### src/rtl/aes_pkg.sv
// Shared AES datapath types and the block-to-word helper used by the plaintext serializer.
package aes_pkg;

    typedef logic [127:0] block_t;
    typedef logic [31:0]  word_t;

    localparam int WORDS_PER_BLOCK = 4;
    localparam int WIDX_W          = $clog2(WORDS_PER_BLOCK);

    typedef enum logic {
        SER_IDLE,
        SER_STREAM
    } ser_state_t;

    // Word 0 is the most-significant 32 bits of the block.
    function automatic word_t block_word(input block_t blk, input logic [WIDX_W-1:0] idx);
        word_t w;
        case (idx)
            2'd0:    w = blk[127:96];
            2'd1:    w = blk[95:64];
            2'd2:    w = blk[63:32];
            default: w = blk[31:0];
        endcase
        return w;
    endfunction

endpackage

### src/rtl/aes_blk_fifo.sv
// Generic synchronous FIFO of DEPTH entries with occupancy output; a push is accepted
// when full only if a pop happens in the same cycle.
`ifndef DFF_ARN
`define DFF_ARN(q, d, rstval) always_ff @(posedge clk or negedge rst_b) if (!rst_b) q <= (rstval); else q <= (d);
`endif

module aes_blk_fifo
    import aes_pkg::*;
#(
    parameter int DEPTH = 8,
    parameter int CW = $clog2(DEPTH + 1),
    parameter type data_t = block_t
) (
    input  logic          clk,
    input  logic          rst_b,
    input  logic          push,
    input  logic          pop,
    input  data_t         wdata,
    output data_t         rdata,
    output logic          full,
    output logic          empty,
    output logic [CW-1:0] occ
);

    localparam int AW = $clog2(DEPTH);
    localparam int DW = $bits(data_t);

    logic [DEPTH-1:0][DW-1:0] mem;
    logic [DEPTH-1:0][DW-1:0] mem_d;
    logic [AW-1:0]            wptr;
    logic [AW-1:0]            wptr_d;
    logic [AW-1:0]            rptr;
    logic [AW-1:0]            rptr_d;
    logic [CW-1:0]            occ_d;
    logic                     do_push;
    logic                     do_pop;

    assign empty   = (occ == '0);
    assign full    = (occ == CW'(DEPTH));
    assign do_pop  = pop && !empty;
    assign do_push = push && (!full || do_pop);
    assign rdata   = data_t'(mem[rptr]);

    // Pointers wrap naturally because DEPTH is a power of two.
    always_comb begin
        mem_d  = mem;
        wptr_d = wptr;
        rptr_d = rptr;
        occ_d  = occ;
        if (do_push) begin
            mem_d[wptr] = DW'(wdata);
            wptr_d      = wptr + AW'(1);
        end
        if (do_pop) begin
            rptr_d = rptr + AW'(1);
        end
        case ({do_push, do_pop})
            2'b10:   occ_d = occ + CW'(1);
            2'b01:   occ_d = occ - CW'(1);
            default: occ_d = occ;
        endcase
    end

    `DFF_ARN(mem, mem_d, '0)
    `DFF_ARN(wptr, wptr_d, '0)
    `DFF_ARN(rptr, rptr_d, '0)
    `DFF_ARN(occ, occ_d, '0)

endmodule

### src/rtl/aes_pt_serializer.sv
// Buffers 128-bit plaintext blocks from aes_decrypt and streams them as four 32-bit words,
// issuing load credit. Optional sticky protocol-error flag under AES_PT_SER_ERR_EN.
module aes_pt_serializer
    import aes_pkg::*;
#(
    parameter int DEPTH = 8,
    parameter int CW = $clog2(DEPTH + 1)
) (
    input  logic         clk,
    input  logic         rst_b,
    input  logic         load,
    input  logic         pt_valid,
    input  logic [127:0] pt,
    output logic         load_ok,
    output logic         out_valid,
    input  logic         out_ready,
    output logic [31:0]  out_data,
    output logic         out_last,
    output logic         err
);

    localparam int                SUM_W    = CW + 1;
    localparam logic [WIDX_W-1:0] LAST_IDX = WIDX_W'(WORDS_PER_BLOCK - 1);

    ser_state_t        state_q;
    ser_state_t        state_d;
    block_t            head;
    logic              fifo_full;
    logic              fifo_empty;
    logic [CW-1:0]     occ;
    logic [CW-1:0]     inflight;
    logic [WIDX_W-1:0] word_idx;
    logic              xfer;
    logic              pop;
    logic              push;

    assign xfer = out_valid && out_ready;
    assign pop  = xfer && (word_idx == LAST_IDX);
    assign push = pt_valid && (!fifo_full || pop);

    aes_blk_fifo #(
        .DEPTH  (DEPTH),
        .CW     (CW),
        .data_t (block_t)
    ) u_fifo (
        .clk   (clk),
        .rst_b (rst_b),
        .push  (push),
        .pop   (pop),
        .wdata (pt),
        .rdata (head),
        .full  (fifo_full),
        .empty (fifo_empty),
        .occ   (occ)
    );

    always_ff @(posedge clk or negedge rst_b) begin
        if (!rst_b) begin
            state_q <= SER_IDLE;
        end else begin
            state_q <= state_d;
        end
    end

    // STREAM mirrors a non-empty FIFO; leave it only when the last entry pops with no refill.
    always_comb begin
        state_d = state_q;
        case (state_q)
            SER_IDLE: begin
                if (push) state_d = SER_STREAM;
            end
            SER_STREAM: begin
                if (pop && (occ == CW'(1)) && !push) state_d = SER_IDLE;
            end
            default: state_d = SER_IDLE;
        endcase
    end

    assign out_valid = (state_q == SER_STREAM);
    assign out_last  = out_valid && (word_idx == LAST_IDX);
    assign out_data  = out_valid ? block_word(head, word_idx) : '0;

    always_ff @(posedge clk or negedge rst_b) begin
        if (!rst_b) begin
            word_idx <= '0;
        end else if (pop) begin
            word_idx <= '0;
        end else if (xfer) begin
            word_idx <= word_idx + WIDX_W'(1);
        end
    end

    // Blocks loaded but not yet delivered; saturating so a misbehaving source cannot wrap it.
    always_ff @(posedge clk or negedge rst_b) begin
        if (!rst_b) begin
            inflight <= '0;
        end else if (load && !pt_valid && (inflight != '1)) begin
            inflight <= inflight + CW'(1);
        end else if (pt_valid && !load && (inflight != '0)) begin
            inflight <= inflight - CW'(1);
        end
    end

    assign load_ok = (({1'b0, occ} + {1'b0, inflight}) < SUM_W'(DEPTH));

`ifdef AES_PT_SER_ERR_EN
    logic drop;
    logic err_q;

    assign drop = pt_valid && fifo_full && !pop;

    always_ff @(posedge clk or negedge rst_b) begin
        if (!rst_b) begin
            err_q <= 1'b0;
        end else if ((load && !load_ok) || drop || (pt_valid && (inflight == '0))) begin
            err_q <= 1'b1;
        end
    end

    assign err = err_q;

`ifndef SYNTHESIS
    always @(posedge clk) begin
        if (rst_b) begin
            assert (!(load && !load_ok)) else $error("aes_pt_serializer: load without credit");
            assert (!drop) else $error("aes_pt_serializer: plaintext block dropped, FIFO full");
            assert (!(pt_valid && (inflight == '0))) else $error("aes_pt_serializer: pt_valid with nothing in flight");
        end
    end
`endif
`else
    assign err = 1'b0;
`endif

endmodule
### config.mk
export PLATFORM = sky130hd
export DESIGN_NAME = aes_pt_serializer
export DESIGN_NICKNAME = d
export VERILOG_FILES = /design/src/rtl/aes_pkg.sv /design/src/rtl/aes_blk_fifo.sv /design/src/rtl/aes_pt_serializer.sv
export SDC_FILE = /design/constraint.sdc
export NUM_CORES = 2
export LEC_CHECK = 0
export BUFFER_PORTS_ARGS = -buffer_cell sky130_fd_sc_hd__buf_2
export CORE_AREA = 2 2 439 441
export DETAILED_ROUTE_END_ITERATION = 10
export DIE_AREA = 0 0 441 443
export PLACE_DENSITY = 0.37
export SYNTH_ARGS = -nofsm -noshare
export SYNTH_HDL_FRONTEND = slang
export SYNTH_SLANG_ARGS = --single-unit
### constraint.sdc
create_clock -name clk -period 3.2 [get_ports clk]
set_input_delay 0.32 -clock clk [delete_from_list [all_inputs] [get_ports clk]]
set_output_delay 0.32 -clock clk [all_outputs]
set_load 0.005 [all_outputs]
==> flow_summary.yaml <==
clock_tree:
  clkSlewWorstSetupHoldPaths_ps: 50
  clk_path_buf_depth: 3
  cts_inserted_buffers: 121
  htreeDepth: 3
  clock_tree.root_cell: "clkbuf_16"
  worst_skew_pair.late_latency_ps: 740
  clock_tree_from_tritoncts: "built"
  cts_sinks: 1041
setup_path:
  ff2ff_setup_slack_ps: 300
  required_time_worst_endpoint_ps: 2880
  worst_r2r_startpoint: "word_idx[0]"
  critical_path_buf_inv_count: 4
  startpoint_type: "flip-flop"
  critical-path-top-delay-family: "multiplexers"
  critical-path-slowest-cell: "dfrtp_4"
  path_class: "flip-flop to output port"
  worst_path_largest_cell_delay_ps: 520
  worstPathCellList: "buf_12 > clkbuf_16 > buf_4 > mux4_2 > mux2_4 > a221oi_4 > a221oi_2 > buf_2"
  timing.critical_path.to_type: "output port"
  arrival_ps: 3150
  setup.worst_path.start: "u_fifo.rptr[0]"
  crit_fanout: 5
yosys:
  postSynthRegisterBits: 1041
  ys_seq_area_share_pct: 54.9
  syn-cell-area_sq_mm: 0.0474
  synth-edff-count: 0
  synth_area_per_cell_sq_um: 16.8
  yosys-top-cells-count: "dfrtp_1, mux2_2, mux4_2"
  syn-instance-count: 2821
  postSynth.topFlopCell: "dfrtp_1"
  synth.largest_area_cell: "dfrtp_1"
  yosysWarningCount: 0
  ys_async_sr_fraction_pct: 100
  post-synth-top-area-fraction_pct: 54.9
  post-synth-top-count-cell: "dfrtp_1"
  synthesis.nets: 2971
  post_synth_num_cell_types: 47
  netlist_top_cells_area: "dfrtp_1, mux2_2, mux4_2, mux2_4, a221oi_1"
pwr:
  p_per_area_mw_per_mm2: 1160
  power.share.clock_pct: 20.4
  power.share.sequential_pct: 33.5
  switching_share_pct: 33.7
  switchingPower_mw: 23.5
  comb_power_share_pct: 46.1
  peakVddDrop_uv: 492
  p_int_mw: 46.2
  power.leakage_nw: 25.2
grt:
  grt_first_pass_wirelength_um: 231000
  first_global_vias: 30902
  grt-ovfl-total: 0
  number_of_antenna_violations_at_the_first_check_in_global_routing: 41
  groute.usage.overall_pct: 16.2
  grt_start_max_net_pins: 90
timing:
  layout_setup_ws_ps: -275
  final.setup_skew_ps: 26.0
  final-max-slew-violation-count: 0
  timing.fmax_ghz: 0.288
  count_of_final_hold_check_violations: 0
  finalSetupViolCount: 32
  maxSlewHeadroom_pct: 40.0
  unrepaired_setup_endpoints_after_global_routing: "yes"
  timing.final.crit_share_pct: 109
  max_slew.worst_pin.slew_ps: 901
  period_minus_slack_ps: 3470
placement:
  placed_cells: 5480
  dpl_worst_slack_ps: 112
  gp_routability_congestion: 0.725
  numPortBuffers: 167
  dp.final_hpwl_um: 103000
  place_area_sq_mm: 0.0526
detailed_routing:
  route.detailed.vias_per_inst: 4.67
  avgRoutedWirePerCell_um: 26.8
  routed-via-count: 27593
  iteration_0_drc_markers: 1349
  wl_um: 158000
  drc: 0
  drt_pre_antenna_iters: 5
  ant_nets: 0
floorplanning:
  die_area_sq_mm: 0.195
  initial_core_util_pct: 24.8
  fp.coreArea_sq_mm: 0.191
  placement_rows: 161
  pin_count: 169
  die_h_um: 443
  die_width_um: 441
finish:
  ff_latch_area_sq_mm: 0.0261
  syn_to_final_growth_pct: 26.5
  multiInputGateArea_sq_mm: 0.0213
  fillCellCount: 18520
  finalInstanceArea_sq_mm: 0.0600
  net_total_in_the_final_layout: 3429
  final_cells: 5907
  post_route_cells_drive_above_1_share_pct: 60.3
hold_path:
  min_from: "load"
  timing.hold.worst.class: "primary input to flip-flop"
status:
  violations: "negative setup slack"
  status: "complete, but fails checks"
flow_run:
  max-cap-violations: 0
## power by group through the flow
stage | combinational (mW) | sequential (mW) | clock (mW)
CTS | 32.1 | 23.3 | 14.7
global route | 34.0 | 24.1 | 15.2
global placement | 28.1 | 23.0 | 0
floorplan | 18.5 | 22.1 | 0
detailed placement | 28.6 | 23.5 | 0
finish | 32.1 | 23.3 | 14.2
## metrics by stage
stage	total power, mW	hold slack, ps	TNS, ps	util, %
after floorplan	40.6	24.4	0	-
after global placement	51.1	454	0	27.5
after detailed placement	52.1	449	0	27.5
after CTS	70.1	0.0239	-10990	31.2
after global routing	73.4	69.3	-9760	31.4
final	69.6	74.2	-6470	31.4
## state kept, by name (all words and copies together), names as in the netlist
signal / flops
u_fifo.rptr: 3
u_fifo.occ: 4
out_valid: 1
u_fifo.wptr: 3
inflight: 4
word_idx: 2
u_fifo.mem: 1024
## cell families (layout without fill, tap and decap cells)
group,after synthesis,in the layout,share of synthesized area [%]
compound gates,110,110,2.01
xor+xnor,11,11,0.203
fa+ha+maj,17,17,0.464
buf+inv,218,766,2.65
flops,1041,1041,54.9
mux,1348,1348,38.8
other cells,1,13,0.00791
simple gates,75,75,0.929
## routing by layer
layer	global-route usage [%]	wire [um]	share of wire [%]	up-vias
met5	0	146	0.092	-
met4	4.56	3560	2.3	22
met3	2.40	5060	3.2	227
met2	27.3	78700	50	419
met1	21.6	70700	45	15218
li1	-	-	-	11707
## worst reg2reg max path: stages (launching register included)
cell     delay, ps
dfrtp_1        510
ha_1           330
nand3_1        150
and3_4         230
nor4_2         610
buf_12         280
buf_12         260
mux2_2         380
## path summary, 6_finish.rpt
| path | end | cells past startpoint |
|---|---|---|
| max | out_data[9] | 8 |
| min | inflight[3] | 4 |
| max reg2reg | u_fifo.mem[632] | 7 |
| min reg2reg | u_fifo.mem[784] | 1 |
| max in group asynchronous | u_fifo.mem[508] | 4 |
| min in group asynchronous | u_fifo.mem[992] | 2 |
## cell usage in the layout (no fill, tap or decap), drive strengths merged, types with 2 or more instances in the layout
cell / count
nor4: 2
a221oi: 90
ha: 16
clkbuf: 186
nand2: 13
xnor2: 6
o21ai: 4
and2: 2
bufinv: 10
clkinv: 16
mux2i: 32
mux4: 256
diode: 12
nor3b: 3
a31oi: 3
nand3: 8
a21oi: 3
a21o: 2
buf: 411
nor2b: 3
inv: 8
mux2: 1060
dfrtp: 1041
a22oi: 3
xor2: 5
and3: 32
nor2: 4
clkinvlp: 3
dlygate4sd3: 131
nand3b: 2
## repair_timing
item	CTS	global route
setup endpoints to repair	32	32
resized for setup	150	61
gates cloned	9	3
pin swaps	19	33
setup buffers	49	20
hold buffers	131	0
endpoints found under the hold margin	1069	0
## final cells by class
class	count	area share, %
antenna	12	0.0500
clock buffer	183	6.02
clock inverter	30	0.717
inverter	7	0.0438
multi-input combinational	1562	35.4
sequential	1041	43.4
tap	2526	5.27
timing repair buffer	546	9.03
No activity file was read; power rests on OpenSTA's default activity.
